### config.mk
export PLATFORM = sky130hd
export DESIGN_NAME = mem_port_arbiter
export DESIGN_NICKNAME = d
export VERILOG_FILES = /design/src/rtl/mem_arb_pkg.sv /design/src/rtl/mem_arb_array.sv /design/src/rtl/mem_port_arbiter.sv
export SDC_FILE = /design/constraint.sdc
export NUM_CORES = 1
export LEC_CHECK = 0
export BUFFER_PORTS_ARGS = -buffer_cell sky130_fd_sc_hd__buf_2
export CORE_MARGIN = 10
export CORE_UTILIZATION = 30
export DETAILED_ROUTE_END_ITERATION = 8
export GPL_ROUTABILITY_DRIVEN = 0
export PLACE_DENSITY = 0.54
export SLEW_MARGIN = 20
export SYNTH_ARGS = -nofsm -noshare
export SYNTH_HDL_FRONTEND = slang
export SYNTH_SLANG_ARGS = --single-unit
### constraint.sdc
create_clock -name clk -period 6.7 [get_ports clk]
set_clock_uncertainty 0.1 [all_clocks]
set_input_delay 0.335 -clock clk [delete_from_list [all_inputs] [get_ports clk]]
set_output_delay 0.335 -clock clk [all_outputs]
set_load 0.02 [all_outputs]
### src/rtl/mem_arb_pkg.sv
// Shared types and the rotating-priority picker for mem_port_arbiter.
package mem_arb_pkg;

   typedef enum logic {ST_INIT, ST_RUN} arb_state_e;

   typedef enum logic [1:0] {
      REQ_WR = 2'd0,
      REQ_BW = 2'd1,
      REQ_RD = 2'd2
   } req_id_e;

   localparam int NUM_REQ = 3;

   // Rotate so ptr sits at bit 0, take lowest set bit, rotate back.
   function automatic logic [NUM_REQ-1:0] rr_pick(
      input logic [NUM_REQ-1:0] req,
      input logic [1:0]         ptr
   );
      logic [2*NUM_REQ-1:0] dbl;
      logic [NUM_REQ-1:0]   rot;
      logic [NUM_REQ-1:0]   pick;
      dbl  = {req, req};
      rot  = dbl[ptr +: NUM_REQ];
      pick = rot & (~rot + 1'b1);
      dbl  = {pick, pick} << ptr;
      return dbl[2*NUM_REQ-1 -: NUM_REQ];
   endfunction

endpackage

### src/rtl/mem_arb_array.sv
// Single-ported storage: masked write port, registered synchronous read port.
module mem_arb_array
   import mem_arb_pkg::*;
#(
   parameter int ADDR_W = 4,
   parameter int DATA_W = 8
) (
   input  logic              clk,
   input  logic              rst_n,
   input  logic              we_i,
   input  logic [ADDR_W-1:0] waddr_i,
   input  logic [DATA_W-1:0] wdata_i,
   input  logic [DATA_W-1:0] wmask_i,
   input  logic              re_i,
   input  logic [ADDR_W-1:0] raddr_i,
   output logic [DATA_W-1:0] rdata_o
);

   logic [DATA_W-1:0] mem_q [2**ADDR_W];
   logic [DATA_W-1:0] rdata_q;

   always_ff @(posedge clk) begin
      if (we_i) begin
         mem_q[waddr_i] <= (mem_q[waddr_i] & ~wmask_i)
                         | (wdata_i & wmask_i);
      end
   end

   always_ff @(posedge clk or negedge rst_n) begin
      if (!rst_n) begin
         rdata_q <= '0;
      end else if (re_i) begin
         rdata_q <= mem_q[raddr_i];
      end
   end

   assign rdata_o = rdata_q;

endmodule

### src/rtl/mem_port_arbiter.sv
// Round-robin arbiter of word-write, bit-write and read onto one memory port.
// Define MEM_ARB_ASSERT_EN to compile in handshake/grant protocol checks.
module mem_port_arbiter
   import mem_arb_pkg::*;
#(
   parameter int ADDR_W = 4,
   parameter int DATA_W = 8
) (
   input  logic                                   clk,
   input  logic                                   rst_n,
   input  logic                                   wr_valid,
   output logic                                   wr_ready,
   input  logic [ADDR_W-1:0]                      wr_addr,
   input  logic [DATA_W-1:0]                      wr_data,
   input  logic                                   bw_valid,
   output logic                                   bw_ready,
   input  logic [ADDR_W-1:0]                      bw_addr,
   input  logic [(DATA_W>1?$clog2(DATA_W):1)-1:0] bw_index,
   input  logic                                   bw_value,
   input  logic                                   rd_valid,
   output logic                                   rd_ready,
   input  logic [ADDR_W-1:0]                      rd_addr,
   output logic                                   rsp_valid,
   output logic [DATA_W-1:0]                      rsp_data,
   output logic                                   init_done
);

   localparam int DEPTH = 2**ADDR_W;
   localparam int IDX_W = (DATA_W > 1) ? $clog2(DATA_W) : 1;

   arb_state_e          state_q;
   logic [ADDR_W-1:0]   init_cnt_q;
   logic                init_done_q;
   logic [1:0]          rr_ptr_q;
   logic [1:0]          rr_ptr_d;
   logic                rsp_valid_q;
   logic [NUM_REQ-1:0]  req;
   logic [NUM_REQ-1:0]  gnt;
   logic [DATA_W-1:0]   bw_mask;
   logic                mem_we;
   logic [ADDR_W-1:0]   mem_waddr;
   logic [DATA_W-1:0]   mem_wdata;
   logic [DATA_W-1:0]   mem_wmask;

   assign req = {rd_valid, bw_valid, wr_valid};
   assign gnt = (state_q == ST_RUN) ? rr_pick(req, rr_ptr_q) : '0;

   assign wr_ready = gnt[REQ_WR];
   assign bw_ready = gnt[REQ_BW];
   assign rd_ready = gnt[REQ_RD];

   // Out-of-range indices produce an empty mask, so the write is a no-op.
   always_comb begin
      bw_mask = '0;
      for (int b = 0; b < DATA_W; b++) begin
         bw_mask[b] = (bw_index == IDX_W'(b));
      end
   end

   always_comb begin
      mem_we    = 1'b0;
      mem_waddr = wr_addr;
      mem_wdata = wr_data;
      mem_wmask = '1;
      unique case (1'b1)
         (state_q == ST_INIT): begin
            mem_we    = 1'b1;
            mem_waddr = init_cnt_q;
            mem_wdata = '0;
         end
         gnt[REQ_WR]: mem_we = 1'b1;
         gnt[REQ_BW]: begin
            mem_we    = 1'b1;
            mem_waddr = bw_addr;
            mem_wdata = {DATA_W{bw_value}};
            mem_wmask = bw_mask;
         end
         default: ;
      endcase
   end

   always_comb begin
      rr_ptr_d = rr_ptr_q;
      unique case (1'b1)
         gnt[REQ_WR]: rr_ptr_d = 2'd1;
         gnt[REQ_BW]: rr_ptr_d = 2'd2;
         gnt[REQ_RD]: rr_ptr_d = 2'd0;
         default: ;
      endcase
   end

   always_ff @(posedge clk or negedge rst_n) begin
      if (!rst_n) begin
         state_q     <= ST_INIT;
         init_cnt_q  <= '0;
         init_done_q <= 1'b0;
         rr_ptr_q    <= 2'd0;
         rsp_valid_q <= 1'b0;
      end else begin
         rsp_valid_q <= gnt[REQ_RD];
         rr_ptr_q    <= rr_ptr_d;
         unique case (state_q)
            ST_INIT: begin
               init_cnt_q <= init_cnt_q + 1'b1;
               if (init_cnt_q == ADDR_W'(DEPTH-1)) begin
                  state_q     <= ST_RUN;
                  init_done_q <= 1'b1;
               end
            end
            ST_RUN: ;
            default: state_q <= ST_INIT;
         endcase
      end
   end

   mem_arb_array #(
      .ADDR_W (ADDR_W),
      .DATA_W (DATA_W)
   ) u_array (
      .clk     (clk),
      .rst_n   (rst_n),
      .we_i    (mem_we),
      .waddr_i (mem_waddr),
      .wdata_i (mem_wdata),
      .wmask_i (mem_wmask),
      .re_i    (gnt[REQ_RD]),
      .raddr_i (rd_addr),
      .rdata_o (rsp_data)
   );

   assign rsp_valid = rsp_valid_q;
   assign init_done = init_done_q;

`ifdef MEM_ARB_ASSERT_EN
   logic              wr_stall_q, bw_stall_q, rd_stall_q;
   logic [ADDR_W-1:0] wr_addr_q, bw_addr_q, rd_addr_q;
   logic [DATA_W-1:0] wr_data_q;
   logic [IDX_W-1:0]  bw_index_q;
   logic              bw_value_q;

   always_ff @(posedge clk or negedge rst_n) begin
      if (!rst_n) begin
         wr_stall_q <= 1'b0;
         bw_stall_q <= 1'b0;
         rd_stall_q <= 1'b0;
         wr_addr_q  <= '0;
         wr_data_q  <= '0;
         bw_addr_q  <= '0;
         bw_index_q <= '0;
         bw_value_q <= 1'b0;
         rd_addr_q  <= '0;
      end else begin
         wr_stall_q <= wr_valid & ~wr_ready;
         bw_stall_q <= bw_valid & ~bw_ready;
         rd_stall_q <= rd_valid & ~rd_ready;
         wr_addr_q  <= wr_addr;
         wr_data_q  <= wr_data;
         bw_addr_q  <= bw_addr;
         bw_index_q <= bw_index;
         bw_value_q <= bw_value;
         rd_addr_q  <= rd_addr;
         assert ($onehot0(gnt))
            else $error("mem_port_arbiter: readies not one-hot");
         assert (init_done_q || gnt == '0)
            else $error("mem_port_arbiter: ready before init_done");
         if (wr_stall_q)
            assert (wr_valid && wr_addr == wr_addr_q
                    && wr_data == wr_data_q)
               else $error("mem_port_arbiter: wr request unstable");
         if (bw_stall_q)
            assert (bw_valid && bw_addr == bw_addr_q
                    && bw_index == bw_index_q
                    && bw_value == bw_value_q)
               else $error("mem_port_arbiter: bw request unstable");
         if (rd_stall_q)
            assert (rd_valid && rd_addr == rd_addr_q)
               else $error("mem_port_arbiter: rd request unstable");
      end
   end
`else
`endif

endmodule

* Word level (Yosys, flattened, before mapping)
Memories as Yosys holds them, arrays and structs flattened. A register that Yosys moved wholly into a read port is not among the register bits.
Cells that the tools add are included.
** Cells by class
- Shift operators :: 2
- Equality and inequality tests :: 8
- Add/sub/neg operators :: 2
- Order comparisons :: 0
- Reduce and logical (&&, ||, !) cells :: 5
- Bitwise logic cells :: 7
- Multipliers :: 0
- Div/mod/pow operators :: 0
- Muxes and demuxes :: 10
** Operator list (count)
- AND 8 bit :: 2
- one-hot mux 8 bit (2 select lines) :: 1
- == test 3 bit, second input constant :: 4
- 2-to-1 mux 8 bit :: 1
- NOT 8 bit :: 1
- bitwise OR 8 bit :: 1
- one-hot mux 4 bit (2 select lines) :: 1
- == test 3 x 2 -> 1 bit, second input constant :: 2
- one-hot mux 2 bit (3 select lines) :: 1
- indexed part select 6 x 3 -> 3 bit :: 1
- left shift 6 x 2 -> 6 bit :: 1
- 2-to-1 mux 1 bit :: 5
- adder 4 x 1 -> 4 bit, second input constant :: 1
- == test 4 bit, second input constant :: 1
- adder 3 x 1 -> 3 bit, second input constant :: 1
- AND 3 bit :: 1
- == test 3 x 1 -> 1 bit, second input constant :: 1
- logical NOT 3 bit :: 1
- 2-to-1 mux 3 bit :: 1
- NOT 3 bit :: 1
- nonzero test 3 bit :: 1
- OR reduction 3 bit :: 1
- AND reduction 2 bit :: 1
- logical NOT 1 bit :: 1
- NOT 1 bit :: 1
** Word-level totals
- Word-level logic and storage cells :: 40
- Output and inout bits :: 13
- Bits in registers :: 9
- Memories :: 1
- Bits of input ports :: 29
- Bits in writable memories :: 128
- ROM bits :: 0
- Latch bits :: 0
** Memories
- u_array.mem_q :: words 16, width 8, rd ports 2, clocked after memory_dff 1, write ports 1, RTL line mem_arb_array.sv:19 : logic [DATA_W-1:0] mem_q [2**ADDR_W];

* Logic depth before layout (Yosys ltp)
- Word-level depth :: 10
- Gate-level depth with buffers :: 11
- Depth with buffers taken out :: 8

* Hierarchy
From an unflattened synthesis, not the netlist that was laid out.
** Unflattened totals
- Cell total of the unflattened synthesis :: 433
- Area total of the unflattened synthesis :: 7150.6 µm²
** Modules (own cells, without submodules)
- mem_arb_array :: sequential area each 4043.9 µm², area each 6433.7 µm², times used 1, cells an instance 352
- mem_port_arbiter :: sequential area each 225.2 µm², area each 716.9 µm², times used 1, cells an instance 81

* Worst setup path before layout
No wires, ideal clock.
- Path type :: reg2reg
- From :: register rr_ptr_q[1]
- To :: memory u_array.mem_q[0][4], data pin
- Slack :: 3.702 ns
- Setup time :: 0.304 ns
- Stages on the path, launching flop included :: 10
- Path buffers :: 2
- Data required time :: 6.296 ns
- Clock period less this slack :: 2.998 ns
- Data arrival time :: 2.594 ns
- Cell sequence :: dfrtp_1 nand2b_1 buf_6 a211o_4 buf_6 a311oi_4 nand3_2 o22ai_1 nor3_1 a41oi_1
** Between the ends
- Word-level cells in the longest chain between the ends :: 10
- Elaborated cells between the ends (all ways) :: 14
- Those cells by class :: add/sub: 1; shift: 2; mux: 4; bitwise: 6; memory: 1
** Ends and longest elaborated chain
- from (decl) :: RTL line mem_port_arbiter.sv:34 : logic [1:0] rr_ptr_q;
- from (signal assigned) :: RTL line mem_port_arbiter.sv:101 : rr_ptr_q <= rr_ptr_d;
- indexed part select 6 x 3 -> 3 bit :: RTL line mem_arb_pkg.sv:23 : rot = dbl[ptr +: NUM_REQ];
- NOT 3 bit :: RTL line mem_arb_pkg.sv:24 : pick = rot & (~rot + 1'b1);
- adder 3 x 1 -> 3 bit :: RTL line mem_arb_pkg.sv:24
- AND 3 bit :: RTL line mem_arb_pkg.sv:24
- left shift 6 x 2 -> 6 bit (*) :: RTL line mem_arb_pkg.sv:25 : dbl = {pick, pick} << ptr;
- 2-to-1 mux 3 bit (*) :: RTL line mem_port_arbiter.sv:46 : assign gnt = (state_q == ST_RUN) ? rr_pick(req, rr_ptr_q) : '0;
- one-hot mux 4 bit (2 select lines) / 2-to-1 mux 8 bit (equally long branches) :: RTL line mem_port_arbiter.sv:65 : unique case (1'b1)
- memory (16 x 8 bit) / NOT 8 bit (equally long branches)
- AND 8 bit :: RTL line mem_arb_array.sv:24 : mem_q[waddr_i] <= (mem_q[waddr_i] & ~wmask_i)
- bitwise OR 8 bit (*) :: RTL line mem_arb_array.sv:25 : | (wdata_i & wmask_i);
- to (decl) :: RTL line mem_arb_array.sv:19
Every way passes the cells marked *; elsewhere a longest branch is shown, timed or not.

* Worst setup path after layout
- From :: register state_q
- To :: memory u_array.mem_q[10][6], data pin
** Between the ends
- Word-level cells in the longest chain between the ends :: 5
- Elaborated cells between the ends (all ways) :: 10
- Those cells by class :: mux: 4; bitwise: 5; memory: 1
** Ends and longest elaborated chain
- from (decl) :: RTL line mem_port_arbiter.sv:31 : arb_state_e state_q;
- from (signal assigned) :: RTL line mem_port_arbiter.sv:94 : state_q <= ST_INIT;
- from (signal assigned) :: RTL line mem_port_arbiter.sv:106 : state_q <= ST_RUN;
- from (signal assigned) :: RTL line mem_port_arbiter.sv:111 : default: state_q <= ST_INIT;
- 2-to-1 mux 3 bit / NOT 1 bit (equally long branches)
- one-hot mux 4 bit (2 select lines) / 2-to-1 mux 8 bit (equally long branches) :: RTL line mem_port_arbiter.sv:65
- memory (16 x 8 bit) / NOT 8 bit (equally long branches)
- AND 8 bit :: RTL line mem_arb_array.sv:24
- bitwise OR 8 bit (*) :: RTL line mem_arb_array.sv:25
Marks and branches as above.

==> metrics.log <==
[metrics] share of async-settable or async-resettable flops after synthesis: about an eighth
[metrics] die extent in x: 176 microns
[metrics] Total Nets Final: 606
[metrics] Final Max Slew Viols: 0
[metrics] total detailed-routing wirelength: ~20 mm
[metrics] cell taking the most area after synthesis: sky130_fd_sc_hd__edfxtp_1
[metrics] synthesized instance count: 540
[metrics] number of synthesized flops with an enable pin: around 130
[metrics] core footprint: 24,200 sq um
[metrics] standard-cell rows: 57
[metrics] number of unique standard cell types used by synthesis: 51
[metrics] Max Buffers Root-to-Sink: 2
[metrics] number of levels the H-tree was split into: 4
[metrics] sequential share of the synthesized area: 58.3%
[metrics] top-count cell post-synth: sky130_fd_sc_hd__edfxtp_1
[metrics] Port Buffers: 41
[metrics] Most used DFF post-synth: sky130_fd_sc_hd__edfxtp_1
[metrics] internal power summed over all cells: between 1500 and 2000 uW
[metrics] type of the tightest min-delay check: input pin to flip-flop
[metrics] clock latency on the worst-skew pair: 0.42 ns
[metrics] initial core utilization: 30.3%
[metrics] result of the run: finished, final reports clean
[metrics] fraction of final layout cells with drive strength greater than 1: 27.2%
[metrics] final HPWL from detailed placement: around 14 mm
[metrics] Tot GR Track Use: between 10 and 15%
[metrics] number of instances resized during post-cts repair: 0
[metrics] category of cells accounting for the largest share of critical-path delay: compound AO/OA/AOI/OAI gates
[metrics] DRC violation count after routing: 0
[metrics] final sum of negative setup slack: 0 ns
[metrics] syn_nets: 570
[metrics] slowest cell on the critical path: sky130_fd_sc_hd__dfrtp_1
[metrics] Min-Delay Startpoint: bw_valid
[metrics] destination of the worst hold path: rr_ptr_q[1]$_DFFE_PN0P_
[metrics] number of clock sinks: approximately 150
[metrics] overall die height: 176 microns
[metrics] list of cells traversed by the critical path: nand2_1, a211o_4, inv_4, a221o_1, buf_4, a21oi_1, a221oi_1, a211oi_1, o31ai_2
[metrics] maximum vdd drop: between 150 and 200 uV
[metrics] Avg WL per Cell: 22.1 microns
[metrics] final-report hold violation count: 0
[metrics] proportion of power drawn by combinational gates: 20.4%
[metrics] Max Clock Freq: between 200 and 250 MHz
[metrics] Net Switching: 748 uW
[metrics] critical path's largest stage delay: 0.99 ns
[metrics] signal arrival time at the worst endpoint: 4.55 ns
[metrics] number of maximum-capacitance constraint violations: 0
[metrics] Overflow after GRT: 0
[metrics] Synth top area share: 52.5%
[metrics] Buf+Inv Stages, Crit Path: 2
[metrics] final critical-path required period: 4.57 ns
[metrics] Synth Area per Inst: 13.6 sq um
[metrics] Synth-to-Final Area Change: 15.9%
[metrics] number of synthesized register bits: 145
[metrics] clock buffers created by TritonCTS: 17
[metrics] Clock Pin Slew Worst Setup and Hold Paths: 0.06 ns
[metrics] data required time of the worst path: 6.68 ns
[metrics] Reg2Reg Launch Point: state_q$_DFF_PN0_
[metrics] Overall Power: 2620 uW
[metrics] setup slack of the most critical reg-to-reg path: between 2 and 2.5 ns
[metrics] leading cell types by total area after synthesis: sky130_fd_sc_hd__edfxtp_1, sky130_fd_sc_hd__mux4_2, sky130_fd_sc_hd__dfrtp_1, sky130_fd_sc_hd__nand2_1, sky130_fd_sc_hd__mux2i_1
[metrics] floorplan die area: 31,000 sq um
[metrics] worst reg2reg path endpoint: u_array.mem_q[10][6]$_DFFE_PP_
[metrics] number of ports placed on the die boundary: 42
[metrics] Antenna Nets Post-Route: 0
[metrics] clock network fraction of total power: 36.5%
[metrics] switching share of power: between 20 and 30%
[metrics] YS warnings: 0
[metrics] final critical-path share of the clock period: 68.1%
[metrics] endpoint class of the critical path: flip-flop
[metrics] initial antenna violation count: 0
[metrics] number of DRC markers in iteration 0: 461
[metrics] Met1 Routed Length: around 8.5 mm
[metrics] post-synth design cell area: approximately 7300 sq um
[metrics] ratio of routed vias to standard cells: 5.34
[metrics] Slew Limit Headroom: 23.2%
[metrics] root buffer selected by CTS: sky130_fd_sc_hd__clkbuf_16
[metrics] largest net degree at the start of global routing: 40
[metrics] origin of the worst setup path: state_q$_DFF_PN0_
[metrics] power density normalized to cell area: 309 nW/um^2
[metrics] leakage power summed over all cells: 0.00294 uW
[metrics] transition at the pin with the smallest max-transition slack: roughly 1.1 ns
[metrics] clock tree from TritonCTS: built
[metrics] top sig layer: met4
[metrics] sum of met2 wire segment lengths after detailed routing: 9.60 mm
[metrics] via count of the first global-routing pass: approximately 5,000
[metrics] Finish-stage setup viols: 0
[metrics] CTS hold repair buffers: 1
[metrics] launching element type of the critical path: flip-flop
[metrics] Via Count: between 4,000 and 5,000
[metrics] share of total power in sequential cells: 43.2%
[metrics] first-pass GRT wire length: 30.0 mm
[metrics] highest fanout seen on the critical path: 31
[metrics] most numerous cell types in the synthesized netlist: sky130_fd_sc_hd__edfxtp_1, sky130_fd_sc_hd__nand2_1, sky130_fd_sc_hd__nand3_1, sky130_fd_sc_hd__mux4_2
[metrics] number of buffers inserted to repair setup after CTS: 0
[metrics] RSZ-0062 raised after global routing: no
[metrics] Ant. Diodes: 0
[metrics] number of stages on the worst hold path: 2
[metrics] cell depth of the worst flop-to-flop path: 9
[metrics] count of TritonRoute iterations in the first routing pass: 5
[metrics] met3 wire len: 1.63 mm
[metrics] critical path class: flip-flop to flip-flop
==> power groups by stage <==
stage	Combinational, uW	Clock, uW	Sequential, uW
after global routing	581	1010	1140
after CTS	531	973	1130
final	534	957	1130
after floorplan	341	0	1170
after detailed placement	529	0	1150
after global placement	519	0	1150
==> layer usage <==
layer / vias to the layer above / global-route usage, %
li1: 2164 / -
met1: 2466 / 16.1
met2: 219 / 20.9
met3: 29 / 3.40
met4: 0 / 5.69
met5: - / 0
==> layout make-up <==
cell class	count	area [sq um]
clock buffer	19	433
clock inverter	13	163
fill	2311	15700
inverter	3	13.8
multi-input combinational	352	2870
sequential	145	4270
tap	324	405
timing repair buffer	57	335
==> placed cells by master, fill, tap and decap left out, types with 3 or more instances in the layout <==
cell,n
sky130_fd_sc_hd__nor2b_1,4
sky130_fd_sc_hd__mux2_2,11
sky130_fd_sc_hd__a41oi_2,5
sky130_fd_sc_hd__nor3_1,6
sky130_fd_sc_hd__nand2_1,90
sky130_fd_sc_hd__nand3_1,52
sky130_fd_sc_hd__nor2_1,31
sky130_fd_sc_hd__mux2i_1,31
sky130_fd_sc_hd__a221oi_1,3
sky130_fd_sc_hd__a32oi_1,4
sky130_fd_sc_hd__clkinvlp_4,6
sky130_fd_sc_hd__mux4_2,40
sky130_fd_sc_hd__clkbuf_16,17
sky130_fd_sc_hd__dfrtp_1,17
sky130_fd_sc_hd__a21oi_1,16
sky130_fd_sc_hd__bufinv_16,3
sky130_fd_sc_hd__and2_1,3
sky130_fd_sc_hd__o21ai_0,9
sky130_fd_sc_hd__o22ai_1,5
sky130_fd_sc_hd__xnor2_1,3
sky130_fd_sc_hd__edfxtp_1,128
sky130_fd_sc_hd__a211oi_1,6
sky130_fd_sc_hd__buf_2,41
sky130_fd_sc_hd__buf_4,14
==> worst reg2reg max path: cells and delay by family, from the launching register on <==
| family | cells | cell delay, ns |
|---|---|---|
| AOI/OAI and AO/OA | 6 | 2.54 |
| DFF | 1 | 0.99 |
| buffers and inverters | 2 | 0.44 |
| and+or+nand+nor | 1 | 0.16 |
==> flip-flops by register name (all words and copies together) (netlist names) <==
register / count
rr_ptr_q: 2
state_q: 1
u_array.mem_q: 128
init_cnt_q: 4
rsp_valid: 1
u_array.rdata_o: 8
init_done: 1
==> how the worst max path moves through the flow <==
stage	to	slack [ns]	depth (start not counted)
finish	u_array.mem_q[10][6]$_DFFE_PP_	2.13	9
detailed placement	u_array.mem_q[0][6]$_DFFE_PP_	2.14	9
global route	u_array.mem_q[13][6]$_DFFE_PP_	1.87	9
CTS	u_array.mem_q[10][6]$_DFFE_PP_	2.12	9
floorplan	u_array.mem_q[0][4]$_DFFE_PP_	3.70	9
global placement	u_array.mem_q[6][6]$_DFFE_PP_	2.36	9
==> stage by stage <==
stage	utilization, %	cell area, sq um	cells	setup WS [ns]	hold slack [ns]
2_1_floorplan	-	7320	540	3.70	-0.0606
3_3_place_gp	32.4	7840	879	2.36	0.172
3_5_place_dp	32.4	7840	879	2.14	0.183
4_1_cts	34.9	8450	912	2.12	0.154
5_1_grt	35.1	8490	913	1.87	0.174
6_report	35.1	8490	913	2.13	0.177
==> cells by family (layout without fill, tap and decap cells) <==
group                      count (synthesis)  in the layout  synth area share (%)
xor gates and xnor gates                   3              3                 0.359
buffers and inverters                     43             92                  2.94
AOI/OAI and AO/OA                         70             70                  8.14
adders and majority gates                  1              1                 0.171
and+or+nand+nor                          196            196                  11.8
DFF                                      145            145                  58.3
muxes                                     82             82                  18.2
No activity file was read; power rests on OpenSTA's default activity.
